===== config.mk =====
export PLATFORM = sky130hd
export DESIGN_NAME = fdiv_seq
export DESIGN_NICKNAME = d
export VERILOG_FILES = /design/src/rtl/fp_pkg.sv /design/src/rtl/fp_unpack.sv /design/src/rtl/fdiv_seq.sv
export SDC_FILE = /design/constraint.sdc
export NUM_CORES = 1
export LEC_CHECK = 0
export BUFFER_PORTS_ARGS = -buffer_cell sky130_fd_sc_hd__buf_2
export CORE_ASPECT_RATIO = 1.1
export CORE_MARGIN = 5
export CORE_UTILIZATION = 50
export CTS_CLUSTER_DIAMETER = 80
export CTS_CLUSTER_SIZE = 20
export DETAILED_ROUTE_END_ITERATION = 10
export GPL_TIMING_DRIVEN = 0
export PLACE_DENSITY_LB_ADDON = 0.12
export SYNTH_ARGS = -nofsm -noshare
export SYNTH_HDL_FRONTEND = slang
export SYNTH_HIERARCHICAL = 1
export SYNTH_SLANG_ARGS = --single-unit

===== constraint.sdc =====
create_clock -name clk -period 3.8 [get_ports clk]
set_clock_uncertainty 0.05 [all_clocks]
set_input_delay 0.76 -clock clk [delete_from_list [all_inputs] [get_ports clk]]
set_output_delay 0.76 -clock clk [all_outputs]
set_load 0.01 [all_outputs]

===== src/rtl/fp_pkg.sv =====
`default_nettype none
// ---------------------------------------------------------------
// fp_pkg : shared single-precision constants, types and FSM states
// Rev 1.0
// ---------------------------------------------------------------
package fp_pkg;

   localparam int          FP_BIAS    = 127;
   localparam int          FP_EXP_W   = 8;
   localparam int          FP_MANT_W  = 23;
   localparam logic [7:0]  FP_EXP_INF = 8'hFF;

   // mant carries the implicit leading one, hence FP_MANT_W+1 bits
   typedef struct packed {
      logic                 sign;
      logic [FP_EXP_W-1:0]  exp;
      logic [FP_MANT_W:0]   mant;
   } fp_unpacked_t;

   typedef enum logic [1:0] {
      ST_IDLE = 2'd0,
      ST_DIV  = 2'd1,
      ST_NORM = 2'd2
   } fdiv_state_e;

endpackage
`default_nettype wire


===== src/rtl/fp_unpack.sv =====
`default_nettype none
// ---------------------------------------------------------------
// fp_unpack : split a single-precision word, add implicit one, flag zero
// Rev 1.0
// ---------------------------------------------------------------
module fp_unpack
   import fp_pkg::*;
(
   input  logic [31:0]  word_i,
   output fp_unpacked_t unp_o,
   output logic         zero_o
);

   always_comb begin
      unp_o.sign = word_i[31];
      unp_o.exp  = word_i[30:23];
      unp_o.mant = {1'b1, word_i[22:0]};
      zero_o     = (word_i[30:0] == 31'h0);
   end

endmodule
`default_nettype wire


===== src/rtl/fdiv_seq.sv =====
`default_nettype none
// ---------------------------------------------------------------
// fdiv_seq : 25-iteration restoring single-precision divider, truncating
// Rev 1.0
// ---------------------------------------------------------------
module fdiv_seq
   import fp_pkg::*;
(
   input  logic        clk,
   input  logic        rst_n,
   input  logic        start,
   input  logic [31:0] a,
   input  logic [31:0] b,
   output logic        busy,
   output logic        done,
   output logic [31:0] result,
   output logic        div_by_zero
);

   fp_unpacked_t w_ua, w_ub;
   logic         w_za, w_zb;

   fp_unpack u_unpack_a (.word_i(a), .unp_o(w_ua), .zero_o(w_za));
   fp_unpack u_unpack_b (.word_i(b), .unp_o(w_ub), .zero_o(w_zb));

   fdiv_state_e state_q, state_d;
   logic        sign_q, sign_d;
   logic [9:0]  pre_q, pre_d;
   logic [24:0] r_q, r_d;
   logic [23:0] d_q, d_d;
   logic [24:0] q_q, q_d;
   logic [4:0]  k_q, k_d;
   logic        za_q, za_d, zb_q, zb_d;
   logic [31:0] result_q, result_d;
   logic        dbz_q, dbz_d;
   logic        done_q, done_d;

   logic        w_ge;
   logic [24:0] w_sub;

   assign w_ge  = (r_q >= {1'b0, d_q});
   assign w_sub = r_q - {1'b0, d_q};

   // Only the low 8 bits of the pre-exponent feed the result (mod-256 wrap)
   logic unused_pre;
   assign unused_pre = &{1'b0, pre_q[9:8]};

   always_ff @(posedge clk or negedge rst_n) begin
      if (!rst_n) begin
         state_q  <= ST_IDLE;
         sign_q   <= 1'b0;
         pre_q    <= '0;
         r_q      <= '0;
         d_q      <= '0;
         q_q      <= '0;
         k_q      <= '0;
         za_q     <= 1'b0;
         zb_q     <= 1'b0;
         result_q <= '0;
         dbz_q    <= 1'b0;
         done_q   <= 1'b0;
      end else begin
         state_q  <= state_d;
         sign_q   <= sign_d;
         pre_q    <= pre_d;
         r_q      <= r_d;
         d_q      <= d_d;
         q_q      <= q_d;
         k_q      <= k_d;
         za_q     <= za_d;
         zb_q     <= zb_d;
         result_q <= result_d;
         dbz_q    <= dbz_d;
         done_q   <= done_d;
      end
   end

   always_comb begin
      state_d  = state_q;
      sign_d   = sign_q;
      pre_d    = pre_q;
      r_d      = r_q;
      d_d      = d_q;
      q_d      = q_q;
      k_d      = k_q;
      za_d     = za_q;
      zb_d     = zb_q;
      result_d = result_q;
      dbz_d    = dbz_q;
      done_d   = 1'b0;
      case (state_q)
         ST_IDLE: begin
            if (start) begin
               sign_d  = w_ua.sign ^ w_ub.sign;
               pre_d   = {2'b00, w_ua.exp} - {2'b00, w_ub.exp} + 10'(FP_BIAS);
               r_d     = {1'b0, w_ua.mant};
               d_d     = w_ub.mant;
               q_d     = '0;
               k_d     = '0;
               za_d    = w_za;
               zb_d    = w_zb;
               state_d = ST_DIV;
            end
         end
         ST_DIV: begin
            // Partial remainder stays below 2*D, so bit 24 is dropped safely by the shift
            q_d = {q_q[23:0], w_ge};
            r_d = w_ge ? {w_sub[23:0], 1'b0} : {r_q[23:0], 1'b0};
            k_d = k_q + 5'd1;
            if (k_q == 5'd24) state_d = ST_NORM;
         end
         ST_NORM: begin
            done_d  = 1'b1;
            state_d = ST_IDLE;
            if (zb_q) begin
               result_d = {sign_q, FP_EXP_INF, 23'h0};
               dbz_d    = 1'b1;
            end else if (za_q) begin
               result_d = {sign_q, 31'h0};
               dbz_d    = 1'b0;
            end else if (q_q[24]) begin
               result_d = {sign_q, pre_q[7:0], q_q[23:1]};
               dbz_d    = 1'b0;
            end else begin
               result_d = {sign_q, pre_q[7:0] - 8'd1, q_q[22:0]};
               dbz_d    = 1'b0;
            end
         end
         default: state_d = ST_IDLE;
      endcase
   end

   assign busy        = (state_q != ST_IDLE);
   assign done        = done_q;
   assign result      = result_q;
   assign div_by_zero = dbz_q;

endmodule
`default_nettype wire

=== After elaboration in Yosys (flattened, before gate mapping) ===
Index checks and enable logic that the tools add are counted.

* Order comparisons: 1
* Bitwise logic cells: 1
* Eq/ne operators: 5
* Multiplexer cells: 15
* Add/subtract/negate cells: 5
* Reductions and logical operators: 8

{| class="wikitable"
|+ Operator list
! operator !! count
|-
| $pmux W25 S2 || 2
|-
| $mux W31 || 3
|-
| $mux W25 || 3
|-
| $logic_not A31 Y1 || 2
|-
| $ge A25 B24 Y1 || 1
|-
| $sub A24 B24 Y24 || 1
|-
| $pmux W5 S2 || 1
|-
| $add A8 B8 Y8 const B || 1
|-
| $sub A8 B1 Y8 const B || 1
|-
| $sub A8 B8 Y8 || 1
|-
| $reduce_and A2 Y1 || 3
|-
| $add A5 B1 Y5 const B || 1
|-
| $eq A5 B5 Y1 const B || 1
|-
| $mux W5 || 1
|-
| $mux W2 || 2
|-
| $ne A2 B2 Y1 const B || 2
|-
| $pmux W2 S2 || 1
|-
| $reduce_bool A2 Y1 || 2
|-
| $eq A2 B1 Y1 const B || 1
|-
| $eq A2 B2 Y1 const B || 1
|-
| $logic_not A2 Y1 || 1
|-
| $mux W1 || 2
|-
| $xor A1 B1 Y1 || 1
|}

* Input bits: 67
* Word-level logic and storage cells: 47
* Bits in registers: 126

=== Depth between registers and ports, before layout ===
Gate-level depths: netlist of run 1.

* Depth after elaboration: 4
* Mapped depth: 12
* Mapped depth without buffers: 12

=== By module ===
Netlist of run 1, hierarchy kept.

{| class="wikitable"
|+ Modules (own cells, without submodules)
! module !! instances !! area an instance (um^2) !! sequential area each (um^2) !! cells each
|-
| fdiv_seq || 1 || 7,482.2 || 3,153.0 || 842
|-
| fp_unpack || 2 || 322.8 || 0.0 || 45
|}

=== Worst setup path before layout of run 1 ===
No wires, ideal clock.

* Kind: register to register
* Start point: register r_q[0]
* End point: register r_q[23]
* Clock period less this slack: 2.908 ns
* Cell stages (with the launch flop): 13
* Data required time: 3.664 ns
* Arrival: 2.773 ns
* Setup slack: 0.892 ns
* Library setup time: 0.086 ns
* Path through: dfrtp_1 inv_1 ha_1 inv_1 fa_1 a211oi_2 nor2_1 a2111o_2 a41oi_4 a2111oi_2 o21ai_1 or3b_1 a32oi_1

* Cells in the longest elaborated chain, start to end: 3
* Elaborated cells on any way between the ends: 4
* Those cells by class: 1 x add/sub; 1 x order compare; 2 x mux

{| class="wikitable"
|+ Ends and longest elaborated chain
! element !! RTL line !! source
|-
| start, declared || fdiv_seq.sv:29 || <nowiki>logic [24:0] r_q, r_d;</nowiki>
|-
| start signal, assigned || fdiv_seq.sv:66 || <nowiki>r_q <= r_d;</nowiki>
|-
| $sub A24 B24 Y24 / $ge A25 B24 Y1 (equally long branches) || fdiv_seq.sv:42, fdiv_seq.sv:41 ||
|-
| $mux W25 (*) || fdiv_seq.sv:108 || <nowiki>r_d = w_ge ? {w_sub[23:0], 1'b0} : {r_q[23:0], 1'b0};</nowiki>
|-
| $pmux W25 S2 (*) || fdiv_seq.sv:91 || <nowiki>case (state_q)</nowiki>
|}

Every way passes the cells marked *; elsewhere a longest branch is shown, timed or not.
A chain may end at the register's enable or synchronous reset.

=== Worst setup path after layout of run 1 ===
Same ends and word-level chain as after synthesis.

==> results of run 1 <==
synth_stat cells, drive strengths merged, types with 10 or more instances:
library cell	count
nand2	196
dfrtp	126
o21ai	106
buf	75
inv	41
ha	40
a21oi	39
clkbuf	39
nor2	39
mux2i	34
and3	18
a21o	17
xnor2	17
nand3	16
xor2	16
nor4	15
nand4	10
nor3	10
stage by stage:
stage / cells / instance area (sq um)
4_1_cts: 1267 / 9520
6_report: 1267 / 9520
3_3_place_gp: 1235 / 8880
2_1_floorplan: 932 / 8130
3_5_place_dp: 1236 / 8910
5_1_grt: 1267 / 9520
critical path: stages (launching register included):
cell	delay, ns
dfrtp_1	0.39
inv_1	0.08
ha_1	0.17
inv_1	0.06
fa_1	0.43
a211oi_2	0.20
nor2_1	0.13
a2111o_2	0.54
a41oi_4	0.30
a2111oi_2	0.13
o21ai_1	0.14
or3b_1	0.34
a32oi_1	0.15
worst max path at each step:
stage,start,to,slack [ns],cells after the start
after floorplan,r_q[0]$_DFFE_PN0P_,r_q[23]$_DFFE_PN0P_,0.89,12
after global placement,rst_n,d_q[17]$_DFFE_PN0P_,0.22,1
after detailed placement,r_q[0]$_DFFE_PN0P_,r_q[23]$_DFFE_PN0P_,0.66,12
after CTS,r_q[0]$_DFFE_PN0P_,r_q[23]$_DFFE_PN0P_,0.63,12
after global routing,r_q[0]$_DFFE_PN0P_,r_q[23]$_DFFE_PN0P_,0.49,12
final,r_q[0]$_DFFE_PN0P_,r_q[23]$_DFFE_PN0P_,0.60,12
routing by layer:
metal  vias up  wire (um)  GRT usage [%]
li1       3360          -              -
met4         0        308           5.96
met3        21        787           4.45
met2       122       9850           37.6
met5         -          0              0
met1      3071       9010           27.5
cells by family (layout without fill, tap and decap cells):
logic type                 count (synthesis)  after routing  synth area share (%)
muxes                                     36             36                  4.46
buffers and inverters                    158            289                  12.2
AOI/OAI and AO/OA                        206            206                  15.7
xor gates and xnor gates                  33             33                  3.56
and+or+nand+nor                          329            329                  18.6
DFF                                      126            126                  38.8
adders and majority gates                 42             42                  6.65
other                                      2              2                0.0924
report_power, final:
| group | leakage (nW) | internal (mW) | switching, mW |
|---|---|---|---|
| registers | 1.58 | 1.85 | 0.340 |
| logic | 2.71 | 2.25 | 2.91 |
| clock network | 0.281 | 1.05 | 0.629 |
flip-flops by register name (all words and copies together), names as in the netlist:
signal and flops:
pre_q 8, sign_q 1, k_q 5, zb_q 1
div_by_zero 1, d_q 24, result 32, done 1
r_q 25, za_q 1, state_q 2, q_q 25
placed cells by master (no fill, tap or decap), types with 10 or more instances in the layout:
cell type / instances
inv_1: 41
o21ai_0: 104
buf_4: 68
nor2_1: 38
a21o_1: 15
xnor2_1: 17
and3_1: 18
clkbuf_16: 17
nor4_1: 13
nand3_1: 15
buf_2: 98
mux2i_1: 34
a21oi_1: 39
dfrtp_1: 126
nand2_1: 195
nand4_1: 10
xor2_1: 16
clkbuf_1: 33
ha_1: 40
area by class of cell:
| cell class | instances | area (sq um) | share of cell area [%] |
|---|---|---|---|
| timing repair buffer | 100 | 529 | 5.56 |
| buffer | 117 | 835 | 8.77 |
| clock buffer | 18 | 439 | 4.62 |
| multi-input combinational | 648 | 3990 | 41.9 |
| clock inverter | 13 | 164 | 1.72 |
| tap | 204 | 255 | 2.68 |
| inverter | 41 | 154 | 1.62 |
| sequential | 126 | 3150 | 33.1 |
==> insert_results.sql, run 1 <==
INSERT INTO impl_metrics (metric_group, metric, value, unit) VALUES
('sta', 'layout_min_cycle_time', '3.20', 'ns'),
('setup_path', 'worstPathArrival', '3.48', 'ns'),
('finish', 'flow.area_growth_from_synthesis', '17.1', '%'),
('power_and_ir_drop', 'worst_ir_drop_vdd', '601', 'uV'),
('synthesis', 'synth_top_flop_cell', 'dfrtp_1', ''),
('setup_path', 'timing.reg2reg.setup_slack', '0.60', 'ns'),
('setup_path', 'cp.required', '4.08', 'ns'),
('cts', 'cts.root.buffer_cell', 'clkbuf_16', ''),
('sta', 'worst-slew-pin-transition', '0.731', 'ns'),
('sta', 'max_freq', '313', 'MHz'),
('sta', 'timing.final.ws_setup', '0.604', 'ns'),
('setup_path', 'regToRegStartpoint', 'r_q[0]$_DFFE_PN0P_', ''),
('finish', 'final_net_count', '1160', ''),
('floorplan', 'io_pins', '102', ''),
('setup_path', 'worstSetupPathType', 'register to register', ''),
('power_and_ir_drop', 'p_total', '9.03', 'mW'),
('detailed_routing', 'vias_per_cell', '5.19', ''),
('detailed_routing', 'route.final.wire_length', '20000', 'um'),
('global_route', 'antenna_found_initial', '0', ''),
('synthesis', 'postSynthAreaPerCell', '8.72', 'sq um'),
('floorplan', 'floorplan.die.width', '132', 'um'),
('cts', 'tritoncts', 'yes', ''),
('global_route', 'grt_first_pass_wirelength', '32900', 'um'),
('cts', 'cts.reportedPaths.clkPinSlew', '0.06', 'ns'),
('cts', 'worst_skew_pair.late_latency', '0.42', 'ns'),
('place', 'port_buffers', '99', ''),
('synthesis', 'synthesis.yosys.warnings', '6', ''),
('synthesis', 'synth_async_sr_flop_share', '100', '%'),
('detailed_routing', 'dr.pass1.iters', '5', ''),
('cts', 'htree_levels', '4', ''),
('sta', 'final-max-slew-violation-count', '0', ''),
('synthesis', 'synth.cell_area', '8130', 'sq um'),
('run', 'max-cap-violations', '0', ''),
('setup_path', 'worstRegToRegCells', '12', ''),
('place', 'post-place-ws', '0.664', 'ns'),
('synthesis', 'yosys-top-cells-area', 'dfrtp_1 39%, nand2_1 9.0%, o21ai_0 6.4%, buf_4 6.3%, ha_1 6.2%', ''),
('sta', 'tns', '0', 'ns'),
('sta', 'slew_headroom', '50.8', '%'),
('global_route', 'maximum_number_of_pins_on_one_net_before_global_route_repair', '82', ''),
('finish', 'layout.filler_cells', '1489', ''),
('sta', 'final.period_utilization', '84.1', '%'),
('floorplan', 'num_rows', '49', ''),
('sta', 'hold_viol_final', '0', ''),
('sta', 'finalHoldWorstSlack', '0.212', 'ns'),
('detailed_routing', 'drt_iter0_markers', '355', ''),
('place', 'place.gp.congestion', '0.926', ''),
('floorplan', 'fp.coreArea', '16200', 'sq um'),
('detailed_routing', 'avgRoutedWirePerCell', '15.7', 'um'),
('synthesis', 'synth_top_area_cell', 'dfrtp_1', ''),
('setup_path', 'worstReg2RegEnd', 'r_q[23]$_DFFE_PN0P_', ''),
('cts', 'tritoncts.num_buffers', '17', ''),
('synthesis', 'synthesis.instances', '932', ''),
('finish', 'final_util', '58.8', '%'),
('cts', 'post_cts_hold_buffer_count', '0', ''),
('synthesis', 'post_synth_num_cell_types', '66', ''),
('floorplan', 'fp.dieArea', '18900', 'sq um'),
('power_and_ir_drop', 'power_per_cell_area', '949', 'nW/um^2'),
('setup_path', 'worstSetupEndpointType', 'register', ''),
('sta', 'rsz0062_at_grt', 'false', ''),
('detailed_routing', 'dr_total_vias', '6574', ''),
('floorplan', 'die_h', '144', 'um'),
('setup_path', 'crit_path_max_fanout', '4', ''),
('cts', 'tritoncts_num_sinks', '126', ''),
('setup_path', 'worstSetupStartpointType', 'register', ''),
('run_status', 'outcome', 'complete, no violations', ''),
('detailed_routing', 'remaining_drc_errors', '0', ''),
('cts', 'cts-resized-gates', '0', ''),
('finish', 'share_of_layout_cells_above_drive_strength_1', '21.8', '%'),
('cts', 'postCtsSetupRepairBufs', '0', ''),
('global_route', 'groute.usage.overall', '21.6', '%'),
('global_route', 'grt_pass1_vias', '6518', '');
(Power assumes the default switching activity.)
==> inputs of run 2 (changes only) <==
--- a/config.mk
+++ b/config.mk
@@ -5,6 +5,7 @@
 export SDC_FILE = /design/constraint.sdc
 export NUM_CORES = 1
 export LEC_CHECK = 0
+export ABC_AREA = 1
 export BUFFER_PORTS_ARGS = -buffer_cell sky130_fd_sc_hd__buf_2
 export CORE_ASPECT_RATIO = 1.1
 export CORE_MARGIN = 5
==> constraint.sdc (replaced) <==
create_clock -name clk -period 3.3 [get_ports clk]
set_clock_uncertainty 0.05 [all_clocks]
set_input_delay 0.66 -clock clk [delete_from_list [all_inputs] [get_ports clk]]
set_output_delay 0.66 -clock clk [all_outputs]
set_load 0.01 [all_outputs]
==> run 2 against run 1 <==
  * Worst setup slack better by 0.10 ns
  * Largest cell class unchanged
  * Combinational power up 30%
  * Clock power up 13%
  * Largest power group unchanged
  * Global-route usage up 2.6 points
  * Maximum frequency up 23%
  * Sequential power up 19%
  * Core utilization down 0.30 points
  * Non-clock buffer count down 12
  * Power up 24%
  * Die area up 4.0%
  * First-iteration DRC count up 25%
  * Routed wire length up 15%
==> insert_results.sql, run 2 <==
INSERT INTO impl_metrics (metric_group, metric, value, unit) VALUES
('synthesis', 'yosys-top-cells-area', 'dfrtp_1 37%, nand2_1 15%, inv_1 8.0%, o21ai_0 6.0%, buf_4 5.9%', ''),
('power_and_ir_drop', 'cellInternalPower', '5.81', 'mW'),
('floorplan', 'die_h', '147', 'um'),
('synthesis', 'synth.yosys.seq_area_share', '37.2', '%'),
('sta', 'slew_headroom', '48.3', '%'),
('detailed_routing', 'vias_per_cell', '5.03', ''),
('detailed_routing', 'top_layer', 'met4', ''),
('run', 'max-cap-violations', '0', ''),
('synthesis', 'synthesis.nets', '1298', ''),
('cts', 'tritoncts.num_buffers', '17', ''),
('sta', 'timing.final.setup_violations', '0', ''),
('setup_path', 'max_stage_delay', '0.56', 'ns'),
('global_route', 'grt_pass1_vias', '7561', ''),
('cts', 'cts.root.buffer_cell', 'clkbuf_16', ''),
('synthesis', 'postSynthAreaPerCell', '7.13', 'sq um'),
('global_route', 'overflow', '0', ''),
('synthesis', 'synth_async_sr_flop_share', '100', '%'),
('sta', 'rsz0062_at_grt', 'false', ''),
('setup_path', 'cp.required', '3.59', 'ns'),
('synthesis', 'synth_top_flop_cell', 'dfrtp_1', ''),
('sta', 'timing.final.ws_setup', '0.708', 'ns'),
('cts', 'tritoncts_num_sinks', '126', ''),
('finish', 'share_of_layout_cells_above_drive_strength_1', '17.3', '%'),
('detailed_routing', 'wl_met1', '10100', 'um'),
('sta', 'max_freq', '386', 'MHz'),
('finish', 'stdcell_area', '9840', 'sq um'),
('global_route', 'groute.usage.overall', '24.2', '%'),
('finish', 'final-instance-count-excl-fill', '1528', ''),
('place', 'port_buffers', '99', ''),
('finish', 'final_common_cell', 'nand2_1', ''),
('synthesis', 'synth.top_cells.by_count', '333 x nand2_1, 181 x inv_1, 126 x dfrtp_1, 102 x o21ai_0, 78 x nor2_1', ''),
('floorplan', 'num_rows', '50', ''),
('cts', 'cts.reportedPaths.clkPinSlew', '0.06', 'ns'),
('global_route', 'antenna_found_initial', '0', ''),
('cts', 'cts-resized-gates', '0', ''),
('detailed_routing', 'route.met3.wl', '774', 'um'),
('sta', 'final-max-slew-violation-count', '0', ''),
('setup_path', 'worstPathArrival', '2.89', 'ns'),
('finish', 'number_of_diodes_added_for_antenna_fixing', '0', ''),
('sta', 'hold_viol_final', '0', ''),
('cts', 'post_cts_hold_buffer_count', '0', ''),
('sta', 'layout_min_cycle_time', '2.59', 'ns'),
('detailed_routing', 'dr.pass1.iters', '4', ''),
('synthesis', 'synth.cell_area', '8480', 'sq um'),
('synthesis', 'yosys.area.top_type_share', '37.2', '%'),
('place', 'detailed_place.area', '9270', 'sq um'),
('run_status', 'outcome', 'complete, no violations', ''),
('global_route', 'maximum_number_of_pins_on_one_net_before_global_route_repair', '89', ''),
('setup_path', 'worstSetupEndpointType', 'register', ''),
('detailed_routing', 'dr_wl_met2', '11600', 'um'),
('synthesis', 'post_synth_num_cell_types', '42', ''),
('floorplan', 'fp.dieArea', '19700', 'sq um'),
('power_and_ir_drop', 'p_total', '11.2', 'mW'),
('sta', 'worst-slew-pin-transition', '0.776', 'ns'),
('synthesis', 'synthesis.yosys.warnings', '6', ''),
('place', 'detailed_place_hpwl', '17600', 'um'),
('synthesis', 'postSynthRegisterBits', '126', ''),
('power_and_ir_drop', 'power_per_cell_area', '1140', 'nW/um^2'),
('setup_path', 'worstSetupPathType', 'register to register', ''),
('finish', 'largest_register_ffs', '32', ''),
('finish', 'layout.filler_cells', '1702', ''),
('floorplan', 'initial_core_util', '50.4', '%'),
('detailed_routing', 'remaining_drc_errors', '0', ''),
('finish', 'final_net_count', '1417', ''),
('power_and_ir_drop', 'seqPwrFrac', '23.2', '%'),
('detailed_routing', 'avgRoutedWirePerCell', '15.1', 'um'),
('synthesis', 'synth_edf_count', '0', ''),
('sta', 'final.period_utilization', '78.6', '%'),
('power_and_ir_drop', 'power.net_switching', '5.38', 'mW'),
('floorplan', 'fp.coreArea', '16800', 'sq um'),
('hold_path', 'hold_path.class', 'primary input to asynchronous set/reset pin', ''),
('setup_path', 'crit_path_max_fanout', '10', ''),
('synthesis', 'yosysMostFrequentCell', 'nand2_1', ''),
('global_route', 'grt_first_pass_wirelength', '37600', 'um'),
('power_and_ir_drop', 'share_clk_of_total_power', '16.8', '%'),
('synthesis', 'synth_top_area_cell', 'dfrtp_1', ''),
('setup_path', 'crit_path_top_delay_cell', 'clkbuf_1', ''),
('power_and_ir_drop', 'p_comb_share', '60.0', '%'),
('place', 'numPlacedInstances', '1497', ''),
('detailed_routing', 'drt_iter0_markers', '444', ''),
('floorplan', 'floorplan.die.width', '134', 'um'),
('finish', 'final_cell_mix', '333 x nand2_1, 181 x inv_1, 126 x dfrtp_1', ''),
('cts', 'worst_skew_pair.late_latency', '0.43', 'ns'),
('finish', 'final_util', '58.5', '%'),
('cts', 'cts.path.max_buffers', '2', ''),
('detailed_routing', 'dr_total_vias', '7693', ''),
('setup_path', 'crit_path_cell_trace', 'nor2_1 -> nand2_1 -> inv_1 -> clkbuf_1 -> clkbuf_1 -> nand2_1 -> o21ai_0', ''),
('place', 'place.gp.congestion', '0.969', ''),
('cts', 'htree_levels', '4', ''),
('detailed_routing', 'final_ant_viol_nets', '0', ''),
('detailed_routing', 'route.final.wire_length', '23000', 'um'),
('power_and_ir_drop', 'switching_share', '48.1', '%'),
('floorplan', 'io_pins', '102', ''),
('cts', 'tritoncts', 'yes', ''),
('place', 'post-place-ws', '0.307', 'ns'),
('synthesis', 'synthesis.instances', '1189', ''),
('setup_path', 'worstSetupStartpointType', 'register', ''),
('finish', 'flow.area_growth_from_synthesis', '16.1', '%'),
('power_and_ir_drop', 'static-leakage-power', '5.23', 'nW'),
('cts', 'postCtsSetupRepairBufs', '0', ''),
('power_and_ir_drop', 'worst_ir_drop_vdd', '553', 'uV');
## run 2: worst paths after layout
check,start,endpoint,slack [ns],depth (start not counted)
setup / recovery,state_q[0]$_DFFE_PN0P_,d_q[2]$_DFFE_PN0P_,0.71,7
hold / removal,rst_n,result[10]$_DFFE_PN0P_,0.08,1
setup reg to reg,state_q[0]$_DFFE_PN0P_,d_q[2]$_DFFE_PN0P_,0.71,7
hold reg to reg,div_by_zero$_DFFE_PN0P_,div_by_zero$_DFFE_PN0P_,0.42,2
max in group asynchronous,rst_n,r_q[18]$_DFFE_PN0P_,2.38,2
min in group clk,div_by_zero$_DFFE_PN0P_,div_by_zero$_DFFE_PN0P_,0.42,2
## run 2: layer usage
metal | track usage, % | up-vias
li1 | - | 3945
met1 | 30.2 | 3548
met2 | 42.7 | 158
met3 | 3.24 | 42
met4 | 8.71 | 0
met5 | 0 | -
## run 2: final cells by class
type | count | area [sq um] | share of cell area, %
multi-input cells | 772 | 3970 | 40.3
flip-flops and latches | 126 | 3150 | 32.0
inverters | 186 | 698 | 7.09
plain buffers | 105 | 659 | 6.70
repair buffers | 100 | 529 | 5.38
clock buffers | 18 | 439 | 4.46
well taps | 208 | 260 | 2.64
clock inverters | 13 | 139 | 1.41
## run 2: per-stage QoR
| step | setup TNS (ns) | hold slack [ns] |
|---|---|---|
| 5_1_grt | 0 | 0.110 |
| 6_report | 0 | 0.0828 |
| 3_3_place_gp | -18.46 | 0.399 |
| 2_1_floorplan | 0 | 0.314 |
| 4_1_cts | 0 | 0.0927 |
| 3_5_place_dp | 0 | 0.408 |
## run 2: logic make-up (layout without fill, tap and decap cells)
logic type / Yosys count / in the layout / synth area share, %
AOI/OAI and AO/OA: 184 / 184 / 12.2
xor gates and xnor gates: 19 / 19 / 1.96
adders and majority gates: 42 / 42 / 6.38
buffers and inverters: 291 / 422 / 16.0
DFF: 126 / 126 / 37.2
muxes: 2 / 2 / 0.236
other: 2 / 2 / 0.0886
and+or+nand+nor: 523 / 523 / 25.9
## run 2: worst max-delay path, delay by kind of cell, from the launching register on
kind,cells,cell delay (ns)
buffers and inverters,3,1.28
and+or+nand+nor,3,0.67
AOI/OAI and AO/OA,1,0.11
DFF,1,0.40
## run 2: power by group through the flow
stage | clock network (mW) | registers, mW | logic (mW)
floorplan | 0 | 2.64 | 4.86
global placement | 0 | 2.60 | 6.60
detailed placement | 0 | 2.62 | 6.67
CTS | 1.91 | 2.60 | 6.71
global route | 1.99 | 2.68 | 7.65
finish | 1.88 | 2.60 | 6.72
